## config.mk

```make
export PLATFORM = sky130hd
export DESIGN_NAME = par2ser_en
export DESIGN_NICKNAME = d
export VERILOG_FILES = /design/src/rtl/par2ser_en.sv
export SDC_FILE = /design/constraint.sdc
export NUM_CORES = 1
export LEC_CHECK = 0
export BUFFER_PORTS_ARGS = -buffer_cell sky130_fd_sc_hd__buf_2
export CAP_MARGIN = 20
export CORE_MARGIN = 5
export CORE_UTILIZATION = 56
export CTS_BUF_LIST = sky130_fd_sc_hd__clkbuf_4
export CTS_CLUSTER_DIAMETER = 60
export DETAILED_ROUTE_END_ITERATION = 10
export MAX_ROUTING_LAYER = met4
export PLACE_DENSITY = 0.82
export SLEW_MARGIN = 10
export SYNTH_ARGS = -nofsm -noshare
export SYNTH_HDL_FRONTEND = slang
export SYNTH_SLANG_ARGS = --single-unit
```

## constraint.sdc

```tcl
create_clock -name clk -period 1.9 [get_ports clk]
set_clock_uncertainty 0.15 [all_clocks]
set_input_delay 0.285 -clock clk [delete_from_list [all_inputs] [get_ports clk]]
set_output_delay 0.285 -clock clk [all_outputs]
set_load 0.02 [all_outputs]
```

## src/rtl/par2ser_en.sv

```systemverilog
`default_nettype none
// ============================================================================
//  Module   : par2ser_en
//  Brief    : Parallel-to-serial feeder for an enable-gated D flip-flop.
//             Takes a DATA_W-bit word on a valid/ready handshake and emits it
//             LSB-first, one bit per enabled cycle, with downstream stall and
//             an optional idle gap after each word.
//  Revision : 1.0  initial release
// ============================================================================
module par2ser_en #(
  parameter int DATA_W     = 20,
  parameter int GAP_CYCLES = 0
) (
  input  logic              clk,
  input  logic              reset,
  input  logic [DATA_W-1:0] data_i,
  input  logic              valid_i,
  output logic              ready_o,
  input  logic              stall_i,
  output logic              d_o,
  output logic              en_o,
  output logic              last_o,
  output logic              busy_o
);

  // Bit counter spans 0..DATA_W-1.
  localparam int                CNT_W    = $clog2(DATA_W);
  localparam logic [CNT_W-1:0]  CNT_LAST = CNT_W'(DATA_W - 1);

  // Gap counter spans 0..GAP_CYCLES-1; kept one bit wide when unused.
  localparam int                GAP_W    = (GAP_CYCLES > 1) ? $clog2(GAP_CYCLES) : 1;
  localparam logic [GAP_W-1:0]  GAP_LAST = GAP_W'((GAP_CYCLES > 0) ? GAP_CYCLES - 1 : 0);
  localparam logic              GAP_EN   = (GAP_CYCLES > 0) ? 1'b1 : 1'b0;

  typedef enum logic [1:0] {
    ST_IDLE  = 2'd0,
    ST_SHIFT = 2'd1,
    ST_GAP   = 2'd2
  } state_t;

  state_t             state;
  state_t             state_nxt;
  logic [DATA_W-1:0]  sreg;
  logic [CNT_W-1:0]   cnt;
  logic [GAP_W-1:0]   gap_cnt;

  logic               shifting;
  logic               at_last;
  logic               en;
  logic               last;
  logic               ready;
  logic               accept;
  logic               gap_done;

  // Handshake and strobe decode; ready stays low while reset is asserted.
  always_comb begin
    shifting = (state == ST_SHIFT);
    at_last  = (cnt == CNT_LAST);
    en       = shifting & ~stall_i;
    last     = en & at_last;
    ready    = reset & ((state == ST_IDLE) | (last & ~GAP_EN));
    accept   = valid_i & ready;
    gap_done = (state == ST_GAP) & (gap_cnt == GAP_LAST);
  end

  // Next-state logic: a word's last bit either opens the gap, chains the
  // next word with no bubble, or returns to idle.
  always_comb begin
    state_nxt = state;
    case (state)
      ST_IDLE: begin
        if (accept) begin
          state_nxt = ST_SHIFT;
        end
      end
      ST_SHIFT: begin
        if (last) begin
          if (GAP_EN) begin
            state_nxt = ST_GAP;
          end else if (accept) begin
            state_nxt = ST_SHIFT;
          end else begin
            state_nxt = ST_IDLE;
          end
        end
      end
      ST_GAP: begin
        if (gap_done) begin
          state_nxt = ST_IDLE;
        end
      end
      default: begin
        state_nxt = ST_IDLE;
      end
    endcase
  end

  // State register.
  always_ff @(posedge clk or negedge reset) begin
    if (!reset) begin
      state <= ST_IDLE;
    end else begin
      state <= state_nxt;
    end
  end

  // Shift register and bit counter: load on accept, advance on each enabled
  // bit, hold through a stall. Counter wraps to zero after the last bit so it
  // never exceeds DATA_W-1.
  always_ff @(posedge clk or negedge reset) begin
    if (!reset) begin
      sreg <= '0;
      cnt  <= '0;
    end else if (accept) begin
      sreg <= data_i;
      cnt  <= '0;
    end else if (en) begin
      sreg <= {1'b0, sreg[DATA_W-1:1]};
      cnt  <= at_last ? '0 : cnt + CNT_W'(1);
    end
  end

  // Gap counter: cleared on entry to the gap, counts while in it.
  always_ff @(posedge clk or negedge reset) begin
    if (!reset) begin
      gap_cnt <= '0;
    end else if (shifting & last & GAP_EN) begin
      gap_cnt <= '0;
    end else if (gap_done) begin
      gap_cnt <= '0;
    end else if (state == ST_GAP) begin
      gap_cnt <= gap_cnt + GAP_W'(1);
    end
  end

  // Serial outputs; data is forced low outside SHIFT.
  always_comb begin
    ready_o = ready;
    en_o    = en;
    last_o  = last;
    d_o     = shifting ? sreg[0] : 1'b0;
    busy_o  = (state != ST_IDLE);
  end

endmodule
`default_nettype wire

```

### Word level (Yosys, flattened, before mapping)

Cells that the tools add are included.

* memories kept: 0
* RAM bits: 0
* bits in latches: 0
* input bits: 24
* bits in read-only memories: 0
* word-level logic and storage cells: 38
* flip-flop bits (word level): 28

* add/sub/neg operators: 2
* divide/modulo/power cells: 0
* multipliers: 0
* shift-type cells: 0
* reduce and logical (&&, ||, !) cells: 5
* bitwise operators: 8
* mux-type cells: 13
* magnitude comparators: 0
* equality and inequality tests: 6

Operators by type and width (number)
* 20-bit two-way mux: 2
* 5-bit two-way mux: 3
* 2-bit two-way mux: 3
* 2-bit inequality test (second input constant): 3
* 2-bit case mux with 3 select lines: 1
* 2-bit nonzero test: 3
* 5-bit by 1-bit adder with 5-bit output (second input constant): 1
* 1-bit AND: 5
* 5-bit equality test (second input constant): 1
* 1-bit two-way mux: 4
* 3-bit AND reduction: 1
* 2-bit by 1-bit equality test with 1-bit output (second input constant): 1
* 2-bit equality test (second input constant): 1
* 2-bit zero test: 1
* 1-bit NOT: 2
* 1-bit adder (second input constant): 1
* 1-bit OR: 1

### Depth between registers and ports, before layout

Gate-level depths: netlist of run 1.

* depth after elaboration: 9
* gate-level depth with buffers: 6
* mapped depth without buffers: 4

### Least setup slack after synthesis of run 1

No wires, ideal clock.

* path type: register to output
* start: register state[0]
* end: output last_o
* buffers on the path: 2
* data arrival time: 1.212 ns
* path slack: 0.253 ns
* stages on the path, launching flop included: 5
* path through: dfrtp_1 -> clkbuf_2 -> nand2b_1 -> buf_2 -> nor2_1

* longest elaborated chain between the ends: 3

RTL lines
* from (decl): RTL line 41 `state_t state;`
* from (signal assigned): RTL line 103 `state <= state_nxt;`
* 2-bit by 1-bit equality test with 1-bit output: RTL line 57 `shifting = (state == ST_SHIFT);`
* 1-bit AND: RTL line 59 `en = shifting & ~stall_i;`
* 1-bit AND: RTL line 60 `last = en & at_last;`
* to (decl): RTL line 22 `output logic last_o,`

Every way passes these cells.

### Worst setup path after layout of run 1

* start: register cnt[1]
* end: output ready_o

* longest elaborated chain between the ends: 4

RTL lines
* from (decl): RTL line 44 `logic [CNT_W-1:0] cnt;`
* from (signal assigned): RTL line 119 `cnt <= at_last ? '0 : cnt + CNT_W'(1);`
* 5-bit equality test: RTL line 58 `at_last = (cnt == CNT_LAST);`
* 1-bit AND: RTL line 60
* 1-bit OR: RTL line 61 `ready = reset & ((state == ST_IDLE) | (last & ~GAP_EN));`
* 1-bit AND: RTL line 61
* to (decl): RTL line 18 `output logic ready_o,`

Every way passes these cells.

==> impl_metrics.env, run 1 <==
export IMPL_syn_area_sq_um=1360
export IMPL_path_clk_slew_ns=0.15
export IMPL_grt_pass1_wl_mm=5.91
export IMPL_syn_area_per_cell_sq_um=9.02
export IMPL_crit_start="cnt[1]"
export IMPL_hpwl_mm=2.17
export IMPL_maxSlewHeadroom=0.711
export IMPL_area_delta_synth_final_pct=24.7
export IMPL_route_detailed_drc=0
export IMPL_hold_viol=0
export IMPL_dpl_worst_slack_ns=-0.0994
export IMPL_r2r_start="cnt[1]"
export IMPL_failed_checks="setup timing"
export IMPL_initial_core_util=0.599
export IMPL_r2r_end="sreg[17]"
export IMPL_rrSetupSlack_ns=0.03
export IMPL_ctsHtreeMaxLevel=1
export IMPL_ioPinCount=29
export IMPL_cts_root_buf="clkbuf_4"
export IMPL_die_h_um=59.3
export IMPL_cts_sinks=26
export IMPL_worstRegToRegCells=5
export IMPL_crit_type="reg -> out"
export IMPL_holdPathEnd="sreg[11]"
export IMPL_nets=216
export IMPL_fmax_ghz=0.509
export IMPL_worstHoldPathCells=3
export IMPL_synth_seq_cells=26
export IMPL_cp_end_kind="output pin"
export IMPL_ys_warn_count=0
export IMPL_ys_seq_area_frac=0.478
export IMPL_worst_slew_pin_transition_ns=0.434
export IMPL_crit_arrival_ns=1.53
export IMPL_fin_ws_ns=-0.0638
export IMPL_num_rows=17
export IMPL_routedWlPerCell_um=16.9
export IMPL_grt_pass1_vias=1276
export IMPL_worstHoldStart="data_i[11]"
export IMPL_die_w_um=59.3
export IMPL_max_cap_viol_count=0
export IMPL_yosys_most_used_dff="dfrtp_1"
export IMPL_irDropWorstVdd_uv=821
export IMPL_slew_violations=0
export IMPL_placed_area_sq_um=1540
export IMPL_drtPass1Iterations=4
export IMPL_synth_largest_area_cell="dfrtp_1"
export IMPL_antenna_found_initial=0
export IMPL_critPathRequiredTime_ns=1.46
export IMPL_cts_buffers=3
export IMPL_post_synth_top_count_cell="nand2_1"
export IMPL_worstSkewPairLatency_ns=0.34
export IMPL_syn_inst=151
export IMPL_setup_worst_path_start_class="flop"
export IMPL_grt_ovfl_total=0
export IMPL_drtIter0Drc=93
export IMPL_gp_congestion=0.823
export IMPL_async_reset_ff_frac=1.00
export IMPL_period_share=1.03
export IMPL_hold_path_class="in -> reg"
export IMPL_synth_common_cells="nand2_1 (45), dfrtp_1 (26), nor2_1 (21), a32oi_1 (18)"
export IMPL_ctsLongestPathBuffers=2
export IMPL_syn_num_nets=176
export IMPL_drive_gt1_frac=0.316
export IMPL_p_leak_nw=0.788
export IMPL_grt_usage=0.228
export IMPL_setup_violations=2
export IMPL_ys_types=30
export IMPL_cts_tree="done"
export IMPL_dp_cells=205
export IMPL_port_buffers=28
export IMPL_via_count=1347
export IMPL_yosysTopAreaCellShare=0.478
export IMPL_min_period_ns=1.96
export IMPL_dieArea_sq_um=3520
export IMPL_core_area_sq_um=2280
export IMPL_cellPowerDensity_nw_per_um2=1110
export IMPL_rsz0062_at_grt="yes"
export IMPL_grt_max_degree=23
export IMPL_critPathMaxFanout=3
export IMPL_antenna_left=0
export IMPL_synth_edff_count=0
export IMPL_drt_total_wl_mm=3.68
export IMPL_fin_area_sq_um=1700
export IMPL_synth_area_leaders="dfrtp_1 (48%), nand2_1 (12%), a32oi_1 (12%)"
export IMPL_status="finished, violations left"
export IMPL_antennaDiodeCount=0
export IMPL_vias_per_cell=6.18
export IMPL_final_cells=218
==> report_power, final <==
group	leakage, nW	internal (W)	switching, W
Clock	0.0279	0.000214	0.000179
Sequential	0.343	0.000733	0.000123
Combinational	0.416	0.000324	0.000310
==> state kept, by name, indices dropped and copies added (netlist names) <==
register,cells
cnt,5
sreg,20
state,1
==> through the flow <==
step	hold slack, ns	setup TNS, ns	util	total power (W)
4_1_cts	0.0482	-0.0231	0.728	0.00183
3_5_place_dp	0.0918	-1.40	0.678	0.00135
5_1_grt	0.0467	-0.194	0.747	0.00199
6_report	0.0551	-0.0915	0.747	0.00188
3_3_place_gp	0.0911	-0.221	0.678	0.00131
2_1_floorplan	-0.161	0	-	0.00120
==> layout by cell type (no fill, tap or decap) <==
master         instances
clkbuf_4               3
and3_1                 1
o31a_1                 1
o21a_1                 1
and4bb_2               1
a32oi_2                1
dfrtp_1               24
nor2_1                21
o31ai_1                1
a21boi_0               1
a21oi_1                2
buf_2                 26
mux2i_1                2
and2_1                 2
nor3_1                 1
dfrtp_2                2
nand3_1                2
nand2b_2               1
inv_2                  1
and2b_1                1
o31a_2                 1
buf_4                 18
dlygate4sd3_1          1
nand3b_1               3
o21ai_2                1
ha_4                   1
nand4bb_4              1
nand4_1                1
nand2_1               45
bufinv_16              1
nor2b_1                1
a32oi_1               18
and2_4                 1
o211ai_1               1
buf_6                  1
==> worst max path at each step <==
stage / slack, ns / cells past startpoint / endpoint
global placement: -0.03 / 4 / sreg[10]
CTS: -0.02 / 5 / ready_o
floorplan: 0.25 / 4 / last_o
finish: -0.06 / 5 / ready_o
global route: -0.10 / 5 / ready_o
detailed placement: -0.1 / 4 / sreg[1]
==> layout make-up <==
class / instances / area, sq um
tap: 28 / 35.0
fill: 153 / 577
sequential: 26 / 653
multi-input combinational: 113 / 668
timing repair buffer: 46 / 287
clock inverter: 1 / 30.0
clock buffer: 3 / 22.5
inverter: 1 / 3.75
==> cells by family (layout without fill, tap and decap cells) <==
| kind of cell | count (synthesis) | in the layout | share of synthesized area |
|---|---|---|---|
| buffers and inverters | 12 | 51 | 0.0487 |
| AND/OR/NAND/NOR | 82 | 82 | 0.276 |
| multiplexers | 2 | 2 | 0.0147 |
| flip-flops | 26 | 26 | 0.477 |
| adder cells (fa/ha/maj) | 1 | 1 | 0.00918 |
| AO/OA/AOI/OAI | 28 | 28 | 0.174 |
==> critical path, cell delays in order, from the launching register on <==
cell       delay (ns)
dfrtp_1          0.44
ha_4             0.18
nand4bb_4        0.12
o21ai_2          0.19
and2_4           0.17
buf_6            0.11
==> metal layers <==
| metal | GRT usage | up-vias | wire length [um] |
|---|---|---|---|
| met3 | 0.0436 | 15 | 314 |
| met4 | 0.110 | 0 | 110 |
| met5 | - | - | 0 |
| li1 | - | 610 | - |
| met2 | 0.370 | 81 | 1810 |
| met1 | 0.270 | 641 | 1440 |
==> repair_timing <==
item	4_1_cts	5_1_grt
hold buffers	1	0
pin swaps	0	3
gates resized for setup	7	4
setup buffers	4	4
endpoints found under the setup margin	22	2
endpoints found under the hold margin	26	0
No activity file was read; power rests on OpenSTA's default activity.
==> run 2: changes to the inputs <==
==> constraint.sdc (replaced) <==
create_clock -name clk -period 2.2 [get_ports clk]
set_clock_uncertainty 0.15 [all_clocks]
set_input_delay 0.33 -clock clk [delete_from_list [all_inputs] [get_ports clk]]
set_output_delay 0.33 -clock clk [all_outputs]
set_load 0.02 [all_outputs]
==> run 2 against run 1 <==
Net effect: the flow now finishes without violations; sequential share of layout area increased by 2.2 points; critical path depth unchanged; non-clock buffer count decreased by 10; routed wire length decreased by 14%; first-iteration DRC count decreased by 55%; flip-flop and latch count unchanged; critical path type unchanged; critical endpoint unchanged; largest cell class unchanged; largest power group unchanged.
==> impl_metrics.env, run 2 (same netlist as run 1, synthesis figures left out) <==
export IMPL_status="completed"
export IMPL_nFillCells=169
export IMPL_placed_area_sq_um=1520
export IMPL_drtPass1Iterations=7
export IMPL_vias_per_cell=5.85
export IMPL_cts_tree="done"
export IMPL_hold_path_class="in -> reg"
export IMPL_drt_total_wl_mm=3.17
export IMPL_dp_cells=202
export IMPL_rrSetupSlack_ns=0.43
export IMPL_antenna_found_initial=0
export IMPL_crit_start="cnt[0]"
export IMPL_cts_root_buf="clkbuf_4"
export IMPL_top_regs="sreg: 20 flops, cnt: 5 flops, state: 1 flops"
export IMPL_cts_sinks=26
export IMPL_crit_arrival_ns=1.58
export IMPL_dieArea_sq_um=3520
export IMPL_worstHoldStart="data_i[9]"
export IMPL_via_count=1216
export IMPL_core_area_sq_um=2280
export IMPL_final_util=0.704
export IMPL_die_h_um=59.3
export IMPL_initial_core_util=0.599
export IMPL_drtIter0Drc=42
export IMPL_slew_violations=0
export IMPL_hold_viol=0
export IMPL_min_period_ns=2.06
export IMPL_worst_slew_pin_transition_ns=0.424
export IMPL_largest_reg_flops=20
export IMPL_ctsLongestPathBuffers=2
export IMPL_port_buffers=28
export IMPL_num_rows=17
export IMPL_worstRegToRegCells=4
export IMPL_critPathRequiredTime_ns=1.72
export IMPL_grt_pass1_vias=1187
export IMPL_mostFrequentLayoutCells="nand2_1 (45), buf_2 (27), dfrtp_1 (26)"
export IMPL_routedWlPerCell_um=15.3
export IMPL_antenna_left=0
export IMPL_p_leak_nw=0.738
export IMPL_die_w_um=59.3
export IMPL_maxSlewHeadroom=0.717
export IMPL_drive_gt1_frac=0.256
export IMPL_ctsHtreeMaxLevel=1
export IMPL_worstSkewPairLatency_ns=0.33
export IMPL_max_cap_viol_count=0
export IMPL_grt_ovfl_total=0
export IMPL_r2r_end="sreg[1]"
export IMPL_area_delta_synth_final_pct=17.5
export IMPL_path_clk_slew_ns=0.15
export IMPL_ioPinCount=29
export IMPL_r2r_start="cnt[0]"
export IMPL_irDropWorstVdd_uv=685
export IMPL_cp_end_kind="output pin"
export IMPL_nets=206
export IMPL_largest_register="sreg"
export IMPL_grt_max_degree=23
export IMPL_final_cells=208
export IMPL_cts_buffers=3
export IMPL_gp_congestion=0.848
export IMPL_cellPowerDensity_nw_per_um2=936
export IMPL_fmax_ghz=0.486
export IMPL_grt_pass1_wl_mm=5.32
export IMPL_period_share=0.936
export IMPL_setup_worst_path_start_class="flop"
export IMPL_critPathMaxFanout=4
export IMPL_layout_commonest_cell="nand2_1"
export IMPL_hpwl_mm=2.23
export IMPL_grt_usage=0.203
export IMPL_crit_type="reg -> out"
export IMPL_route_detailed_drc=0
export IMPL_fin_area_sq_um=1600
export IMPL_antennaDiodeCount=0
export IMPL_setup_violations=0
export IMPL_crit_end="ready_o"
[run 2: routing by layer]
layer / GRT usage / vias to the layer above / wire length (um)
met4: 0.0939 / 0 / 52
met2: 0.321 / 43 / 1530
met3: 0.0196 / 4 / 178
met5: - / - / 0
met1: 0.261 / 578 / 1410
li1: - / 591 / -
[run 2: worst min path at each step]
stage / endpoint / slack, ns / cells past startpoint
after global routing: sreg[5] / 0.1 / 3
final: sreg[9] / 0.11 / 3
after floorplan: cnt[0] / -0.12 / 0
after detailed placement: sreg[1] / 0.06 / 1
after CTS: sreg[13] / 0.11 / 3
after global placement: sreg[19] / 0.06 / 1
[run 2: power by group]
| part | switching (W) | internal, W |
|---|---|---|
| Sequential | 0.000121 | 0.000629 |
| Clock | 0.000150 | 0.000184 |
| Combinational | 0.000201 | 0.000213 |
[run 2: cell type report]
class | instances | area (sq um) | area share
Timing Repair Buffer | 36 | 205 | 0.128
Tap cell | 28 | 35.0 | 0.0219
Sequential cell | 26 | 651 | 0.406
Inverter | 1 | 6.26 | 0.00391
Multi-Input combinational cell | 113 | 652 | 0.407
Clock inverter | 1 | 30.0 | 0.0187
Clock buffer | 3 | 22.5 | 0.0141
[run 2: stage by stage]
stage                     total power (W)  setup slack (ns)  TNS [ns]  hold slack, ns
after detailed placement          0.00116             0.194         0          0.0618
after CTS                         0.00149            0.0296         0           0.107
after global routing              0.00160          -0.00419  -0.00419           0.100
after global placement            0.00113             0.273         0          0.0557
final                             0.00150             0.141         0           0.110
after floorplan                   0.00103             0.508         0          -0.116
[run 2: critical path: stages (launching register included)]
cell and delay, ns:
dfrtp_1 0.41, ha_2 0.23, nand4bb_4 0.13, o21ai_1 0.18
and2_1 0.14, buf_2 0.16
[run 2: repair_timing]
| action | in CTS | in global routing |
|---|---|---|
| hold endpoints to repair | 26 | 0 |
| hold buffers | 1 | 0 |
| setup endpoints to repair | 0 | 7 |
| buffers inserted | 0 | 1 |
| resized for setup | 0 | 5 |
